===== src/rtl/fun_dispatch.sv =====
// -----------------------------------------------------------------------------
// fun_dispatch
// Operand-queue front end for the fun core (result = a^2 + cbrt(b)).
// Incoming (a,b) pairs are buffered in a small FIFO. They are issued one at a
// time over fun's start/busy handshake. Each 16-bit result is captured with a
// sequence tag and presented on a valid/ready port.
//
// Ports
//   clk_i        : clock, rising edge
//   rst_i        : synchronous reset, active-low
//   in_valid_i   : operand pair valid
//   in_ready_o   : FIFO not full
//   in_a_i/in_b_i: operands (a squared, b cube-rooted by fun)
//   fun_start_o  : one-cycle start pulse to fun
//   fun_a_o/_b_o : registered operands to fun, held from pop to next pop
//   fun_busy_i   : fun busy_o
//   fun_result_i : fun result
//   res_valid_o  : result register occupied
//   res_ready_i  : consumer accepts result
//   res_data_o   : captured result
//   res_tag_o    : sequence tag of the job that produced res_data_o
//   level_o      : FIFO occupancy
//   err_o        : sticky protocol error (fun never went busy after a start)
// -----------------------------------------------------------------------------
module fun_dispatch #(
    parameter int DEPTH = 4,
    parameter int TAG_W = 8
) (
    input  logic                       clk_i,
    input  logic                       rst_i,
    input  logic                       in_valid_i,
    output logic                       in_ready_o,
    input  logic [7:0]                 in_a_i,
    input  logic [7:0]                 in_b_i,
    output logic                       fun_start_o,
    output logic [7:0]                 fun_a_o,
    output logic [7:0]                 fun_b_o,
    input  logic                       fun_busy_i,
    input  logic [15:0]                fun_result_i,
    output logic                       res_valid_o,
    input  logic                       res_ready_i,
    output logic [15:0]                res_data_o,
    output logic [TAG_W-1:0]           res_tag_o,
    output logic [$clog2(DEPTH):0]     level_o,
    output logic                       err_o
);

    localparam int PTR_W = $clog2(DEPTH);
    localparam int LVL_W = PTR_W + 1;

    localparam logic [PTR_W-1:0] PTR_ONE  = {{(PTR_W-1){1'b0}}, 1'b1};
    localparam logic [LVL_W-1:0] LVL_ZERO = {LVL_W{1'b0}};
    localparam logic [LVL_W-1:0] LVL_ONE  = {{(LVL_W-1){1'b0}}, 1'b1};
    localparam logic [LVL_W-1:0] LVL_FULL = LVL_W'(DEPTH);
    localparam logic [TAG_W-1:0] TAG_ONE  = {{(TAG_W-1){1'b0}}, 1'b1};

    typedef enum logic [1:0] {
        S_IDLE  = 2'd0,
        S_START = 2'd1,
        S_WAIT  = 2'd2
    } state_t;

    state_t             state_r;
    state_t             state_next_s;

    logic [7:0]         mem_a_r [DEPTH];
    logic [7:0]         mem_b_r [DEPTH];
    logic [PTR_W-1:0]   wr_ptr_r;
    logic [PTR_W-1:0]   rd_ptr_r;
    logic [LVL_W-1:0]   level_r;
    logic [LVL_W-1:0]   level_next_s;
    logic               in_ready_r;

    logic               fun_start_r;
    logic [7:0]         fun_a_r;
    logic [7:0]         fun_b_r;
    logic [TAG_W-1:0]   tag_cnt_r;
    logic [TAG_W-1:0]   job_tag_r;
    logic               first_wait_r;

    logic               res_valid_r;
    logic [15:0]        res_data_r;
    logic [TAG_W-1:0]   res_tag_r;
    logic               err_r;

    logic               push_s;
    logic               issue_s;
    logic               capture_s;
    logic               err_set_s;

    // in_ready_r is the registered "not full" flag, so push never overfills
    assign push_s = in_valid_i && in_ready_r;

    // FSM next state and issue/capture/error decisions
    always_comb begin
        state_next_s = state_r;
        issue_s      = 1'b0;
        capture_s    = 1'b0;
        err_set_s    = 1'b0;
        case (state_r)
            S_IDLE: begin
                // fun may still read busy after reset; wait until it is idle
                if ((level_r != LVL_ZERO) && !fun_busy_i) begin
                    issue_s      = 1'b1;
                    state_next_s = S_START;
                end else begin
                    state_next_s = S_IDLE;
                end
            end
            S_START: begin
                state_next_s = S_WAIT;
            end
            S_WAIT: begin
                // fun should be busy on the first edge after the start pulse
                if (first_wait_r && !fun_busy_i) begin
                    err_set_s = 1'b1;
                end else begin
                    err_set_s = 1'b0;
                end
                if (!fun_busy_i && (!res_valid_r || res_ready_i)) begin
                    capture_s    = 1'b1;
                    state_next_s = S_IDLE;
                end else begin
                    state_next_s = S_WAIT;
                end
            end
            default: begin
                state_next_s = S_IDLE;
            end
        endcase
    end

    // FIFO occupancy after this edge's push and pop
    always_comb begin
        level_next_s = level_r;
        case ({push_s, issue_s})
            2'b10:   level_next_s = level_r + LVL_ONE;
            2'b01:   level_next_s = level_r - LVL_ONE;
            default: level_next_s = level_r;
        endcase
    end

    // FIFO storage and pointers
    always_ff @(posedge clk_i) begin
        if (!rst_i) begin
            for (int i = 0; i < DEPTH; i++) begin
                mem_a_r[i] <= 8'd0;
                mem_b_r[i] <= 8'd0;
            end
            wr_ptr_r   <= {PTR_W{1'b0}};
            rd_ptr_r   <= {PTR_W{1'b0}};
            level_r    <= LVL_ZERO;
            in_ready_r <= 1'b1;
        end else begin
            if (push_s) begin
                mem_a_r[wr_ptr_r] <= in_a_i;
                mem_b_r[wr_ptr_r] <= in_b_i;
                wr_ptr_r          <= wr_ptr_r + PTR_ONE;
            end
            if (issue_s) begin
                rd_ptr_r <= rd_ptr_r + PTR_ONE;
            end
            level_r    <= level_next_s;
            in_ready_r <= (level_next_s != LVL_FULL);
        end
    end

    // FSM state, issue-side registers and job tagging
    always_ff @(posedge clk_i) begin
        if (!rst_i) begin
            state_r      <= S_IDLE;
            fun_start_r  <= 1'b0;
            fun_a_r      <= 8'd0;
            fun_b_r      <= 8'd0;
            tag_cnt_r    <= {TAG_W{1'b0}};
            job_tag_r    <= {TAG_W{1'b0}};
            first_wait_r <= 1'b0;
        end else begin
            state_r      <= state_next_s;
            // start pulse is high exactly for the S_START cycle
            fun_start_r  <= issue_s;
            first_wait_r <= (state_r == S_START);
            if (issue_s) begin
                fun_a_r   <= mem_a_r[rd_ptr_r];
                fun_b_r   <= mem_b_r[rd_ptr_r];
                job_tag_r <= tag_cnt_r;
                tag_cnt_r <= tag_cnt_r + TAG_ONE;
            end
        end
    end

    // Result register, output handshake and sticky error flag
    always_ff @(posedge clk_i) begin
        if (!rst_i) begin
            res_valid_r <= 1'b0;
            res_data_r  <= 16'd0;
            res_tag_r   <= {TAG_W{1'b0}};
            err_r       <= 1'b0;
        end else begin
            if (capture_s) begin
                res_valid_r <= 1'b1;
                res_data_r  <= fun_result_i;
                res_tag_r   <= job_tag_r;
            end else if (res_ready_i) begin
                res_valid_r <= 1'b0;
            end
            if (err_set_s) begin
                err_r <= 1'b1;
            end
        end
    end

    assign in_ready_o  = in_ready_r;
    assign fun_start_o = fun_start_r;
    assign fun_a_o     = fun_a_r;
    assign fun_b_o     = fun_b_r;
    assign res_valid_o = res_valid_r;
    assign res_data_o  = res_data_r;
    assign res_tag_o   = res_tag_r;
    assign level_o     = level_r;
    assign err_o       = err_r;

endmodule


===== config.mk =====
export PLATFORM = sky130hd
export DESIGN_NAME = fun_dispatch
export DESIGN_NICKNAME = d
export VERILOG_FILES = /design/src/rtl/fun_dispatch.sv
export SDC_FILE = /design/constraint.sdc
export NUM_CORES = 1
export LEC_CHECK = 0
export CAP_MARGIN = 5
export CORE_ASPECT_RATIO = 2
export CORE_MARGIN = 4
export CORE_UTILIZATION = 62
export DETAILED_ROUTE_END_ITERATION = 16
export DONT_BUFFER_PORTS = 1
export PLACE_DENSITY = 0.88
export SLEW_MARGIN = 20
export SYNTH_ARGS = -nofsm -noshare
export SYNTH_HDL_FRONTEND = slang
export SYNTH_SLANG_ARGS = --single-unit

===== constraint.sdc =====
create_clock -name clk_i -period 2.62 [get_ports clk_i]
set_input_delay 0.524 -clock clk_i [delete_from_list [all_inputs] [get_ports clk_i]]
set_output_delay 0.524 -clock clk_i [all_outputs]
set_load 0.02 [all_outputs]

# == After elaboration in Yosys (flattened, before gate mapping) ==
# Memory sizes are Yosys's and may differ from the RTL's. A register that Yosys moved wholly into a read port is not among the register bits.
# Index checks and enable logic that the tools add are counted.
# totals
regBits,54
mem_bits_rw,64
input_bits,37
wordCells,61
memories,2
# memory_table
name,depth,word_bits,read_ports,rd_ports_with_merged_regs,write_ports,line_no,source
mem_a_r,4,8,1,1,4,66,logic [7:0] mem_a_r [DEPTH];
mem_b_r,4,8,1,1,4,67,logic [7:0] mem_b_r [DEPTH];
# op_classes
add_sub_neg,5
n_eq_ne,5
n_mux,22
n_reduce_logical,14
# ops
cell,n
$mux 8,2
$reduce_or 8->1,2
$mux 1,15
$add 8x1->8 const B,1
$mux 2,3
$pmux 2 s3,1
$pmux 3 s2,1
$add 2x1->2 const B,2
$eq 2x1->1 const B,2
$eq 2x2->1 const B,2
$logic_and 1x1->1,4
$logic_not 1->1,4
$add 3x1->3 const B,1
$ne 3x3->1 const B,1
$reduce_bool 3->1,1
$sub 3x1->3 const B,1
$logic_not 2->1,1
$reduce_bool 2->1,1
$logic_or 1x1->1,1

# == Depth between registers and ports, before layout ==
# Gate-level depths: netlist (run 1).
# depth
depth_word,7
ltp_mapped,11

# == Worst setup path before layout (run 1) ==
# OpenSTA, ideal clock, no wires.
# synth_path
path_type,input -> register
start,input fun_busy_i
end,"register level_r[2], in the netlist level_o[2]"
setup_time_ps,115
arrival_time_ps,2251
required_time_ps,2505
path_slack_ps,254
stages,11
path_cell_list,nor3_4 > nand2_2 > inv_2 > buf_2 > ha_1 > inv_1 > fa_1 > xnor2_1 > nand2_1 > xnor2_1 > and2_1
# synth_between
elab_chain_cells,6
word_cells_on_any_way,7
classes_between,eq/ne (2); mux (3); reduce/logical (2)
# synth_lines
item,line_no,source
"start, declared",38,"input logic fun_busy_i,"
$logic_not 1->1 *,103,if ((level_r != LVL_ZERO) && !fun_busy_i) begin
$logic_and 1x1->1 *,103,
$mux 1 *,103,
$mux 1 *,100,case (state_r)
named net issue_s,87,logic issue_s;
$eq 2x1->1 / $eq 2x2->1 (equally long branches),136,"case ({push_s, issue_s})"
$pmux 3 s2 *,136,
"end signal, assigned",163,level_r <= level_next_s;
"end, declared",70,logic [LVL_W-1:0] level_r;
# The timed path passes the listed nets; every way through them passes the cells marked *.
# A chain may end at the register's enable or synchronous reset.

# == Worst setup path after layout (run 1) ==
# layout_path
start,"register level_r[1], in the netlist level_o[1]"
end,"register level_r[2], in the netlist level_o[2]"
# layout_between
elab_chain_cells,6
word_cells_on_any_way,9
classes_between,add/sub (2); eq/ne (2); mux (3); reduce/logical (2)
# layout_lines
item,line_no
$reduce_bool 3->1,103
$logic_and 1x1->1,103
$mux 1,103
$mux 1,100
$eq 2x1->1 / $eq 2x2->1 (equally long branches),136
$pmux 3 s2 *,136
# Every way passes the cells marked *; elsewhere a longest branch is shown, timed or not.

==> results_dict.tcl, run 1 <==
set metrics [dict create \
    route.detailed.drc 0 \
    worst_path_most_repeated_cell "xnor2_1" \
    cts_hold_buffers 0 \
    overflow 0 \
    cp_max_fo 5 \
    drv_cap 0 \
    grt_pass1_vias 3517 \
    cpPeakStageDelay_ps 480 \
    ys_ff_latch 133 \
    cts.reportedPaths.clkPinSlew_ps 50 \
    relSlewSlack_pct 50.10 \
    place.gp.congestion 0.8277 \
    synthCells 473 \
    multi_input_area_mm2 0.001868 \
    clock_skew_ps 5.773 \
    fin_total_pwr_mw 6.248 \
    core_area_mm2 0.008351 \
    fin_nets 520 \
    reg2regPathDepth 10 \
    finalMaxSlewViolations 0 \
    tns_ps 0 \
    hold_start "rst_i" \
    post-route-min-period_ps 2193 \
    synthesis.area_mm2 0.005319 \
    wl_per_cell_um 18.12 \
    worst-setup-path-type "reg2reg" \
    p_per_area_mw_per_mm2 1029 \
    setup_viol 0 \
    cts.sinks 133 \
    arrival_ps 2500 \
    place_area_mm2 0.005425 \
    grt_pass1_wl_um 17240 \
    tritoncts "done" \
    cts-root-buf "clkbuf_16" \
    yosys_warnings 0 \
    startpoint_type "flip-flop" \
    ioPinCount 84 \
    required_ps 2930 \
    drt-total-wl_um 10710 \
    drt_iter0_markers 277 \
    p_leak_nw 2.191 \
    seqCellArea_mm2 0.003303 \
    slowest_stage "dfxtp_1" \
    dp_hpwl_um 7123 \
    vdd_drop_max_uv 649.9 \
    post-route-period-util_pct 83.71 \
    drive_above_1_share_pct 13.59 \
    synth_cell_types 34 \
    avgSynthCellArea_um2 11.24 \
    fillers 571 \
    cts_made_buffers 17 \
    portBuffers 0 \
    first_pass_iters 4 \
    layout_common_cells "nand2_1 (106), dfxtp_1 (69), and2_1 (66), edfxtp_1 (64), a21oi_1 (54)" \
    rows 47 \
    cts_buffer_depth 2 \
    setup.worst_path.end_class "flip-flop" \
    r2r-end "level_o[2]" \
    route.detailed.vias_per_inst 5.668 \
    grtUsageTotal_pct 22.73 \
    rsz0062_at_grt "no" \
    status "finished, final reports clean" \
    timing.rr.start "level_o[1]" \
    dp_slack_ps 443.2 \
    antenna_found_initial 0 \
    ys_seq_area_share_pct 62.10 \
    final_common_cell "nand2_1" \
    ant_nets 0 \
    h-tree-depth 4 \
    grt_max_degree 43 \
    stdcell_area_mm2 0.006072 \
    cts_resized 0 \
    max_slew.worst_pin.slew_ps 748.5 \
    vias 3350 \
    clock_latency_ps 410 \
    dieArea_mm2 0.01021 \
    start_util_pct 63.69 \
    reg2reg_slack_ps 430 \
    areaGrowthSynthToFinish_pct 14.16 \
    antenna_cells 0 \
    hold_path_end "in_ready_o" \
    fmaxAchievable_mhz 456.0 \
    cts_setup_buffers 0 \
    die_h_um 139.0 \
    syn-num-nets 513 \
    worstHoldPathCells 1 \
    hold_path.class "in2reg" \
    layout_setup_ws_ps 426.8 \
    hold_viol 0 \
    cp_cell_sequence "or3_1 > nand2_2 > inv_2 > ha_1 > inv_1 > fa_1 > xnor2_1 > nand2_1 > xnor2_1 > and2_1" \
    die_x_um 73.50 \
]
==> synth_stat cells <==
cell,n,area [um^2]
buf_2,8,40.04
nand4_1,2,12.51
nor2_2,1,6.260
buf_4,5,37.54
and2_1,66,412.9
xnor2_1,5,43.79
clkbuf_1,11,41.29
nor3_4,1,16.27
o31ai_1,1,7.510
nand3_1,7,35.03
dfxtp_1,69,1381
nand2_1,106,397.9
or3_1,5,31.28
nor3_2,1,10.01
buf_1,2,7.510
and3_1,2,12.51
nand2b_1,3,18.77
edfxtp_1,64,1922
a21oi_1,54,270.3
xor2_1,5,43.79
or4_1,1,7.510
fa_1,1,20.02
inv_2,1,3.750
o21ai_0,7,35.03
nor3b_1,1,7.510
o21bai_1,1,7.510
inv_1,6,22.52
nor3_1,1,5.000
o211ai_1,1,7.510
nor2_1,15,56.30
nor2b_1,1,6.260
nand2_2,1,6.260
mux4_2,16,360.4
ha_1,2,25.02
==> cell type report <==
type                       instances  share of cell area, %
tap                               98                  2.019
timing repair buffer              14                  1.731
sequential                       133                  54.40
inverter                           7                 0.4327
clock buffer                      23                  8.407
multi-input combinational        307                  30.76
clock inverter                     9                  2.246
==> kinds of logic after synthesis <==
| family | after synthesis | share of synthesized area [%] |
|---|---|---|
| AO/OA/AOI/OAI | 64 | 6.163 |
| XOR/XNOR | 10 | 1.647 |
| adder cells (fa/ha/maj) | 3 | 0.8468 |
| buffers and inverters | 33 | 2.870 |
| flip-flops | 133 | 62.10 |
| multiplexers | 16 | 6.775 |
| AND/OR/NAND/NOR | 214 | 19.60 |
==> routing by layer <==
| metal | GRT usage, % | vias to the layer above | share of wire, % |
|---|---|---|---|
| met5 | 0 | - | 0 |
| met1 | 22.01 | 1598 | 33 |
| li1 | - | 1631 | - |
| met2 | 41.62 | 100 | 59 |
| met4 | 9.360 | 0 | 2.2 |
| met3 | 7.765 | 21 | 5.8 |
==> state kept, by name (all words and copies together), names as in the netlist <==
signal	count
fun_b_o	8
tag_cnt_r	8
rd_ptr_r	2
first_wait_r	1
fun_a_o	8
mem_b_r	32
mem_a_r	32
job_tag_r	8
res_tag_o	8
level_o	3
res_valid_o	1
err_o	1
state_r	1
res_data_o	16
fun_start_o	1
wr_ptr_r	2
in_ready_o	1
==> critical path: cells and delay by family (launching register included) <==
family	cells	cell delay [ps]
adders and majority gates	2	590
and+or+nand+nor	4	580
DFF	1	480
xor gates and xnor gates	2	300
buffers and inverters	2	130
==> how the worst max path moves through the flow <==
stage               startpoint          to  slack (ps)  depth (start not counted)
floorplan           fun_busy_i  level_o[2]         250                         11
global placement    fun_busy_i  level_o[2]         480                         10
detailed placement  fun_busy_i  level_o[2]         440                         10
CTS                 level_o[1]  level_o[2]         430                         10
global route        level_o[1]  in_ready_o         300                         10
finish              level_o[1]  level_o[2]         430                         10
==> per-stage QoR <==
stage	utilization (%)	hold slack (ps)	instances
2_1_floorplan	-	432.1	473
3_3_place_gp	64.97	437.4	559
3_5_place_dp	64.97	445.4	559
4_1_cts	72.72	175.2	591
5_1_grt	72.72	179.5	591
6_report	72.72	187.6	591
==> report_power, final <==
| group | internal (mW) | switching (mW) |
|---|---|---|
| logic | 0.439 | 0.609 |
| registers | 2.44 | 0.242 |
| clock network | 1.67 | 0.853 |
Note: power is estimated with default switching activity, not from simulation.
==> inputs of run 2 (changes only) <==
--- a/config.mk
+++ b/config.mk
@@ -8,10 +8,10 @@
 export CAP_MARGIN = 5
 export CORE_ASPECT_RATIO = 2
 export CORE_MARGIN = 4
-export CORE_UTILIZATION = 62
+export CORE_UTILIZATION = 56
 export DETAILED_ROUTE_END_ITERATION = 16
 export DONT_BUFFER_PORTS = 1
-export PLACE_DENSITY = 0.88
+export PLACE_DENSITY = 0.84
 export SLEW_MARGIN = 20
 export SYNTH_ARGS = -nofsm -noshare
 export SYNTH_HDL_FRONTEND = slang
==> constraint.sdc (replaced) <==
create_clock -name clk_i -period 1.89 [get_ports clk_i]
set_input_delay 0.378 -clock clk_i [delete_from_list [all_inputs] [get_ports clk_i]]
set_output_delay 0.378 -clock clk_i [all_outputs]
set_load 0.02 [all_outputs]
==> run 2 against run 1 <==
The flow now finishes with violations (setup timing). Clock power increased by 15%. Sequential share of layout area decreased by 0.58 points. Sequential cell count unchanged. Global-route usage decreased by 2.2 points. Final area increased by 1.3%. Final cell count increased by 3.7%. Via count increased by 2.6%. Hold slack got worse by 140 ps. Critical path depth decreased by 5. Fmax increased by 14%. Wire length increased by 0.81%. First-iteration DRC count decreased by 11%. Largest power group unchanged.
==> results_dict.tcl, run 2 (same netlist as run 1, synthesis figures left out) <==
set metrics [dict create \
    die_h_um 145.8 \
    layout_setup_ws_ps -31.39 \
    cts_buffer_depth 2 \
    overflow 0 \
    post-route-min-period_ps 1921 \
    layout.cells.non_filler 613 \
    route.detailed.vias_per_inst 5.608 \
    p_leak_nw 2.214 \
    final_common_cell "nand2_1" \
    antenna_cells 0 \
    setup_viol 14 \
    rsz0062_at_grt "yes" \
    start_util_pct 57.06 \
    layout_common_cells "nand2_1 (106), and2_1 (66), dfxtp_1 (66), edfxtp_1 (64), a21oi_1 (53)" \
    vias 3438 \
    drive_above_1_share_pct 18.47 \
    grt_pass1_wl_um 17730 \
    stdcell_area_mm2 0.006150 \
    cts_made_buffers 17 \
    relSlewSlack_pct 48.90 \
    required_ps 2170 \
    ant_nets 0 \
    grtUsageTotal_pct 20.53 \
    dp_hpwl_um 7421 \
    seqCellArea_mm2 0.003309 \
    fmaxAchievable_mhz 520.5 \
    portBuffers 0 \
    setup.worst_path.end_class "flip-flop" \
    cts-root-buf "clkbuf_16" \
    dieArea_mm2 0.01122 \
    grt_max_degree 47 \
    slowest_stage "nor2_2" \
    p_per_area_mw_per_mm2 1359 \
    max_slew.worst_pin.slew_ps 765.6 \
    first_pass_iters 4 \
    drt_iter0_markers 246 \
    core_area_mm2 0.009321 \
    cts.sinks 133 \
    cts.reportedPaths.clkPinSlew_ps 60 \
    cp_cell_sequence "nand2_1 > nor2_2 > and3_1 > buf_4 > and2_1" \
    worst-setup-path-type "reg2reg" \
    status "finished, violations left" \
    place.gp.congestion 0.8318 \
    antenna_found_initial 0 \
    cpPeakStageDelay_ps 640 \
    grt_pass1_vias 3627 \
    dp.cells 575 \
    fin_nets 536 \
    h-tree-depth 4 \
    violations "setup timing" \
    multi_input_area_mm2 0.001907 \
    rows 50 \
    drt-total-wl_um 10790 \
    vdd_drop_max_uv 1108 \
    arrival_ps 2200 \
    clock_skew_ps 8.043 \
    fillers 652 \
    wl_per_cell_um 17.61 \
    fin_util_pct 65.97 \
    post-route-period-util_pct 101.7 \
    die_x_um 76.91 \
    route.detailed.drc 0 \
    finalMaxSlewViolations 0 \
    tritoncts "done" \
    place_area_mm2 0.005540 \
    ioPinCount 84 \
    cts_hold_buffers 0 \
    clock_latency_ps 410 \
    hold_path.class "in2reg" \
    drv_cap 0 \
    hold_viol 0 \
    dp_slack_ps -100.9 \
    cp_max_fo 17 \
    areaGrowthSynthToFinish_pct 15.62 \
    startpoint_type "flip-flop" \
]
run 2: cell type report:
type,instances,area share [%]
sequential,133,53.81
multi-input combinational,307,31.01
clock buffer,17,6.918
timing repair buffer,30,3.927
tap,104,2.116
clock inverter,15,1.750
inverter,7,0.4680
run 2: metal layers:
layer | track usage (%) | part of all wire, %
met5 | 0 | 0
met4 | 10.44 | 2.7
met3 | 6.072 | 5.8
met2 | 39.07 | 58
met1 | 19.09 | 34
run 2: worst paths after layout:
path	startpoint	to	slack [ps]	cells past startpoint
setup / recovery	in_ready_o	mem_b_r[1][4]	-30	5
hold reg to reg	job_tag_r[5]	res_tag_o[5]	450	2
setup reg to reg	in_ready_o	mem_b_r[1][4]	-30	5
hold / removal	rst_i	in_ready_o	50	1
run 2: repair_timing:
item / CTS / global route
pin swaps: 5 / 11
buffers inserted: 4 / 2
setup endpoints to repair: 2 / 18
gates resized for setup: 2 / 5
run 2: worst max-delay path, delay by kind of cell, from the launching register on:
kind                   cells  cell delay [ps]
buffers and inverters      1              210
DFF                        1              340
and+or+nand+nor            4             1220
run 2: stage by stage:
step | hold slack [ps] | total power [mW] | TNS (ps)
5_1_grt | 59.13 | 8.729 | -1391
2_1_floorplan | 432.1 | 4.960 | -11460
3_3_place_gp | 440.5 | 5.347 | -14.65
6_report | 49.35 | 8.356 | -172.6
3_5_place_dp | 446.5 | 5.425 | -176.2
4_1_cts | 22.66 | 8.358 | -7.708
run 2: where the power goes:
part           switching, mW  internal, mW  total (mW)
registers              0.297          3.39        3.68
logic                  0.967         0.818        1.79
clock network           1.22          1.67        2.89
